<file path="config.mk">
export PLATFORM = sky130hd
export DESIGN_NAME = fsm_sync_flat
export DESIGN_NICKNAME = d
export VERILOG_FILES = /design/src/rtl/fsm_sync_pkg.sv /design/src/rtl/fsm_sync_if.sv /design/src/rtl/fsm_sync_edge_det.sv /design/src/rtl/fsm_sync.sv /design/src/flat_wrapper.sv
export SDC_FILE = /design/constraint.sdc
export NUM_CORES = 1
export LEC_CHECK = 0
export BUFFER_PORTS_ARGS = -buffer_cell sky130_fd_sc_hd__buf_2
export CAP_MARGIN = 10
export CORE_UTILIZATION = 40
export DETAILED_ROUTE_END_ITERATION = 7
export PLACE_DENSITY = 0.56
export SYNTH_ARGS = -nofsm -noshare
export SYNTH_HDL_FRONTEND = slang
export SYNTH_SLANG_ARGS = --single-unit
export TNS_END_PERCENT = 10
</file>
<file path="constraint.sdc">
create_clock -name clk -period 1.7 [get_ports clk]
set_clock_uncertainty 0.15 [all_clocks]
set_input_delay 0.255 -clock clk [delete_from_list [all_inputs] [get_ports clk]]
set_output_delay 0.255 -clock clk [all_outputs]
set_load 0.01 [all_outputs]
</file>
<file path="src/rtl/fsm_sync_pkg.sv">
// fsm_sync shared types and defaults.
// State encoding plus default window and synchroniser depth.
package fsm_sync_pkg;

  typedef enum logic [1:0] {
    IDLE     = 2'b00,
    SHIFT    = 2'b01,
    CLR      = 2'b10,
    WAIT_LOW = 2'b11
  } state_t;

  localparam int SH_LEN_DEF      = 8;
  localparam int SYNC_STAGES_DEF = 2;

endpackage

</file>
<file path="src/rtl/fsm_sync_if.sv">
// RF strobe in, shift window controls out.
// master drives rfin; slave is the fsm_sync block.
interface fsm_sync_if;
  logic       rfin;
  logic       sh_en;
  logic       fsm_rst;
  logic [1:0] state;

  modport master (
    output rfin,
    input  sh_en,
    input  fsm_rst,
    input  state
  );

  modport slave (
    input  rfin,
    output sh_en,
    output fsm_rst,
    output state
  );
endinterface

</file>
<file path="src/rtl/fsm_sync_edge_det.sv">
// rfin synchroniser chain with rising-edge detect.
// rfin_s is the synchronised level; rise is one cycle wide.
module sync_edge_det #(
  parameter int SYNC_STAGES = 2
) (
  input  logic clk,
  input  logic rst,
  input  logic rfin,
  output logic rfin_s,
  output logic rise
);

  logic [SYNC_STAGES-1:0] chain;
  logic                   rfin_d;

  always_ff @(posedge clk or negedge rst) begin
    if (!rst) begin
      chain  <= '0;
      rfin_d <= 1'b0;
    end else begin
      chain  <= {chain[SYNC_STAGES-2:0], rfin};
      rfin_d <= chain[SYNC_STAGES-1];
    end
  end

  assign rfin_s = chain[SYNC_STAGES-1];
  assign rise   = rfin_s & ~rfin_d;

endmodule

</file>
<file path="src/rtl/fsm_sync.sv">
// RF strobe synchroniser and shift-window control FSM.
// Opens an SH_LEN-cycle sh_en window, then a one-cycle fsm_rst.
module fsm_sync
  import fsm_sync_pkg::*;
#(
  parameter int SYNC_STAGES = SYNC_STAGES_DEF,
  parameter int SH_LEN      = SH_LEN_DEF,
  parameter int CNT_W       = 8
) (
  input logic        clk,
  input logic        rst,
  fsm_sync_if.slave  bus
);

  state_t           cur;
  state_t           nxt;
  logic [CNT_W-1:0] cnt;
  logic [CNT_W-1:0] cnt_nxt;
  logic             rfin_s;
  logic             rise;
  logic             sh_q;
  logic             clr_q;

  sync_edge_det #(
    .SYNC_STAGES (SYNC_STAGES)
  ) u_sync (
    .clk    (clk),
    .rst    (rst),
    .rfin   (bus.rfin),
    .rfin_s (rfin_s),
    .rise   (rise)
  );

  always_comb begin
    nxt     = cur;
    cnt_nxt = cnt;
    case (cur)
      IDLE: begin
        if (rise) begin
          nxt     = SHIFT;
          cnt_nxt = CNT_W'(SH_LEN - 1);
        end
      end
      SHIFT: begin
        if (cnt == '0) nxt = CLR;
        else cnt_nxt = cnt - CNT_W'(1);
      end
      CLR:      nxt = rfin_s ? WAIT_LOW : IDLE;
      WAIT_LOW: if (!rfin_s) nxt = IDLE;
      default:  nxt = IDLE;
    endcase
  end

  // Outputs come straight from flops so they cannot glitch.
  always_ff @(posedge clk or negedge rst) begin
    if (!rst) begin
      cur   <= IDLE;
      cnt   <= '0;
      sh_q  <= 1'b0;
      clr_q <= 1'b0;
    end else begin
      cur   <= nxt;
      cnt   <= cnt_nxt;
      sh_q  <= (nxt == SHIFT);
      clr_q <= (nxt == CLR);
    end
  end

  assign bus.sh_en   = sh_q;
  assign bus.fsm_rst = clr_q;
  assign bus.state   = cur;

endmodule

</file>
<file path="src/flat_wrapper.sv">
// flat-port wrapper written by rule: the top's interface ports become plain ports
module fsm_sync_flat import fsm_sync_pkg::*;
#(
  parameter int SYNC_STAGES = SYNC_STAGES_DEF,
  parameter int SH_LEN      = SH_LEN_DEF,
  parameter int CNT_W       = 8
)
  (clk, rst, bus_rfin, bus_sh_en, bus_fsm_rst, bus_state);
  fsm_sync_if bus_i ();
  input logic clk;
  input logic rst;
  input wire logic [$bits(bus_i.rfin)-1:0] bus_rfin;
  output wire logic [$bits(bus_i.sh_en)-1:0] bus_sh_en;
  output wire logic [$bits(bus_i.fsm_rst)-1:0] bus_fsm_rst;
  output wire logic [$bits(bus_i.state)-1:0] bus_state;
  assign bus_i.rfin = bus_rfin;
  assign bus_sh_en = bus_i.sh_en;
  assign bus_fsm_rst = bus_i.fsm_rst;
  assign bus_state = bus_i.state;
  fsm_sync #(.SYNC_STAGES(SYNC_STAGES), .SH_LEN(SH_LEN), .CNT_W(CNT_W)) u_core (.clk(clk), .rst(rst), .bus(bus_i));
endmodule
</file>
Yosys cells after proc, flatten, opt, wreduce, memory -nomap -nowiden. Index checks and enable logic that the tools add are counted.

Multiplexer cells: 8. Add/subtract/negate cells: 1. Reductions and logical operators: 4. Bitwise gates (word level): 2. Equality and inequality tests: 7.

Operator list (number): 8-bit two-way mux (2); 8-bit case mux with 2 select lines (1); 8-bit zero test (1); 2-bit two-way mux (4); 2-bit case mux with 4 select lines (1); 8-bit by 1-bit subtractor with 8-bit output, second input constant (1); 2-bit == test, second input constant (3); 2-bit by 1-bit == test with 1-bit output, second input constant (2); 3-bit AND reduction (1); 2-bit zero test (1); 2-bit by 1-bit != test with 1-bit output, second input constant (1); 2-bit != test, second input constant (1); 2-bit nonzero test (1); 1-bit bitwise AND (1); 1-bit inverter (1).

Bits in registers: 15. Bits of input ports: 3.

Depth between registers and ports, before layout.
Depth after elaboration: 5. Gate-level depth with buffers: 6.

By module. Synthesis repeated with hierarchy kept, for this count alone.

Cell total of the unflattened synthesis: 67. Area, all modules: 738.2 um2.

By module, submodules not included: fsm_sync (area an instance 649.4 um2, cells an instance 63, times used 1); sync_edge_det (area an instance 88.8 um2, cells an instance 4, times used 1).

Worst setup path before layout. No wires, ideal clock.

Path type: reg-to-reg. Start: reg u_core.cnt[3]. End: reg u_core.cnt[7]. Data required time: 1.414 ns. Path slack: -0.127 ns. Library setup time: 0.136 ns. Period minus slack after synthesis: 1.827 ns. Data arrival time: 1.541 ns. Buffers on the path: 0. Cell stages (with the launch flop): 5. Cells stage by stage: dfrtp_1 > or4_4 > or4_1 > nand3_1 > o311ai_2.

Word-level cells in the longest chain between the ends: 3. Elaborated cells between the ends (all ways): 6. Classes of those cells: 1 x add/sub; 1 x eq/ne; 2 x mux; 2 x reduce/logical.

RTL lines: start, declared (line fsm_sync.sv:17) `logic [CNT_W-1:0] cnt;`; start signal, assigned (line fsm_sync.sv:63) `cnt <= cnt_nxt;`; 8-bit by 1-bit subtractor with 8-bit output / 8-bit zero test (equally long branches) (line fsm_sync.sv:46, fsm_sync.sv:45); 8-bit two-way mux / 2-bit != test (equally long branches); 8-bit case mux with 2 select lines / 3-bit AND reduction (equally long branches).

Several ways; a longest one is shown, not always the timed one. The select of a mux whose other input is x is not followed. A chain may end at the register's enable or synchronous reset.

Worst setup path in the final report.
Start: reg u_core.cnt[4]. End: reg u_core.cnt[7].

The elaborated chain is that of the path after synthesis.

==> flow_summary.json <==
{
  "avgSynthCellArea_um2": 11.0,
  "async_reset_ff_share_pct": 100,
  "hpwl_mm": 1.07,
  "cp_slowest_cell": "or4_4",
  "rows": 14,
  "gp_congestion": 0.809,
  "violations": "design-rule violations, negative setup slack",
  "die_h_um": 43.7,
  "worstHoldPathType": "flip-flop to flip-flop",
  "fin_cells": 109,
  "gr-usage-all-layers_pct": 18.5,
  "fp.coreArea_um2": 1560,
  "routed_wl_mm": 1.54,
  "startpoint_type": "flip-flop",
  "drtPass1Iterations": 6,
  "vias": 587,
  "cp_max_fo": 5,
  "grt_start_max_net_pins": 16,
  "synth_commonest_cells": "dfrtp_1 (15), nand2_1 (7), nor2_1 (5)",
  "antenna_found_initial": 0,
  "clock.fmax_mhz": 542,
  "cts_buffer_depth": 2,
  "grt_pass1_vias": 570,
  "dpl.cell_count": 101,
  "synth_top_area_cell": "dfrtp_1",
  "synth_edf_count": 0,
  "ys_ff_latch": 15,
  "syn_nets": 67,
  "port_buffers": 6,
  "crit_chain": "or4_4 -> or4_1 -> nand3_1 -> o311ai_2",
  "cts_tree": "built",
  "start_util_pct": 44.5,
  "end_kind": "flip-flop",
  "power.density_nw_per_um2": 1690,
  "peakVddDrop_mv": 0.856,
  "leakage_nw": 0.442,
  "path_class": "flip-flop to flip-flop",
  "io_pins": 7,
  "cts_htree_levels": 1,
  "outcome": "complete, but fails checks",
  "first_iter_violations": 12,
  "final_nets": 98,
  "clk_latency_ns": 0.29,
  "cts_made_buffers": 3,
  "multi_input_area_um2": 362,
  "finalHoldViolations": 0,
  "wl_per_cell_um": 14.1,
  "synth_compound_area_share_pct": 13.5,
  "synthCells": 63,
  "final_util_pct": 63.3,
  "via_per_inst": 5.39,
  "drive_gt1_share_pct": 46.2,
  "nFillCells": 132,
  "whs_ns": 0.217,
  "synth_fa_ha_area_share_pct": 1.80,
  "clkSinkCount": 15,
  "synthTopCellsByArea": "dfrtp_1 (54%), nand2_1 (3.8%), or4b_1 (2.9%)",
  "synth_cell_type_count": 32,
  "drv_cap": 0,
  "slowest_delay_ns": 0.58,
  "synth_flop_cell": "dfrtp_1",
  "dp_slack_ns": -0.112,
  "grt_pass1_wl_mm": 2.50,
  "synthMuxAreaShare_pct": 3.06,
  "synth_most_common_cell": "dfrtp_1",
  "ys_seq_area_share_pct": 54.1,
  "synth_top_family_by_area": "simple AND/OR/NAND/NOR gates",
  "num_antenna_cells": 0,
  "fin_tns_setup_ns": -0.445,
  "slew_violations": 0,
  "post-route-min-period_ns": 1.84,
  "die_w_um": 43.7,
  "post-route-period-util_pct": 109,
  "setup_violations": 5,
  "yosysTopAreaCellShare_pct": 54.1,
  "synth_area_um2": 694,
  "die-area_um2": 1910,
  "rsz0062_at_grt": "true",
  "yosysWarnings": 0,
  "detail-route-antenna-nets": 0,
  "grt_overflow": 0,
  "worstPathRequired_ns": 1.71,
  "area_growth_syn_to_layout_pct": 42.2,
  "seq_area_um2": 375,
  "slew_headroom_pct": 77.4,
  "final.setup.worst_slack_ns": -0.145,
  "worstMarginPinSlew_ns": 0.338,
  "synth-xor-area-share_pct": 1.26,
  "crit_arrival_ns": 1.86,
  "route.detailed.drc": 1,
  "clkTransAtPathRegs_ns": 0.10,
  "cts-root-buf": "clkbuf_4",
  "synth_simple_gate_area_share_pct": 24.5
}
[cell usage in the layout, fill, tap and decap left out, drive strengths merged]
master and count:
or3 1, o2bb2ai 1, buf 25, dlygate4sd3 2
nand3 1, ha 1, mux2 1, o21bai 1
clkbuf 3, xnor2 1, nor4 2, clkinvlp 1
nor3b 1, or4b 2, a211oi 1, nor3 2
mux2i 1, nor4b 1, o31ai 1, a21oi 2
o311ai 1, a21o 1, o22ai 1, o21ai 2
nand2 7, nand3b 1, or4 2, dfrtp 15
nor2b 2, a31oi 2, nor2 5, inv 2
nand2b 1
[flip-flops by register name, indices dropped and copies added, names as in the netlist]
name / cells
u_core.bus.sh_en: 1
u_core.bus.state: 2
u_core.bus.fsm_rst: 1
u_core.cnt: 8
u_core.u_sync.rfin_d: 1
u_core.u_sync.chain: 2
[critical path: cells and delay by family, from the launching register on]
family | cells | cell delay (ns)
AOI/OAI and AO/OA | 1 | 0.09
DFF | 1 | 0.39
and+or+nand+nor | 3 | 1.08
[final cells by class]
class | count | area share (%)
multi-input cells | 45 | 36.6
clock inverters | 1 | 0.760
well taps | 16 | 2.03
flip-flops and latches | 15 | 38.0
clock buffers | 3 | 2.28
inverters | 2 | 0.760
repair buffers | 27 | 19.5
[kinds of logic after synthesis]
| kind of cell | Yosys count |
|---|---|
| AOI/OAI and AO/OA | 13 |
| xor gates and xnor gates | 1 |
| adders and majority gates | 1 |
| buffers and inverters | 3 |
| DFF | 15 |
| muxes | 2 |
| and+or+nand+nor | 28 |
[per-layer routing]
layer  vias up  track usage, %  share of wire [%]
met5         -               0                  0
met4         0            11.3                1.2
met3         2            2.50                2.1
met2         8            26.6                 45
met1       283            26.4                 51
li1        294               -                  -
[power breakdown]
part	internal (mW)	total (mW)	switching, mW	leakage (nW)
Sequential	0.467	0.558	0.0912	0.184
Combinational	0.474	0.893	0.419	0.243
Clock	0.0893	0.215	0.125	0.0139
Total	1.03	1.67	0.635	0.442
[final timing paths]
path | start | slack [ns] | end | cells after the start
max | u_core.cnt[4]$_DFFE_PN0P_ | -0.14 | u_core.cnt[7]$_DFFE_PN0P_ | 4
min | u_core.u_sync.chain[0]$_DFF_PN0_ | 0.22 | u_core.u_sync.chain[1]$_DFF_PN0_ | 0
max reg2reg | u_core.cnt[4]$_DFFE_PN0P_ | -0.14 | u_core.cnt[7]$_DFFE_PN0P_ | 4
min reg2reg | u_core.u_sync.chain[0]$_DFF_PN0_ | 0.22 | u_core.u_sync.chain[1]$_DFF_PN0_ | 0
max in group asynchronous | rst | 0.91 | u_core.bus.sh_en$_DFF_PN0_ | 2
min in group asynchronous | rst | 0.24 | u_core.cnt[5]$_DFFE_PN0P_ | 2
[per-stage QoR]
| stage | area [µm²] | power [mW] |
|---|---|---|
| finish | 987 | 1.67 |
| global placement | 873 | 1.33 |
| global route | 987 | 1.78 |
| CTS | 950 | 1.60 |
| floorplan | 701 | 0.970 |
| detailed placement | 873 | 1.33 |
[repair_timing]
item,4_1_cts,5_1_grt
setup endpoints to repair,8,11
setup buffers,2,0
pin swaps,1,2
hold buffers,2,0
resized for setup,3,7
endpoints found under the hold margin,16,0
(Power assumes the default switching activity.)
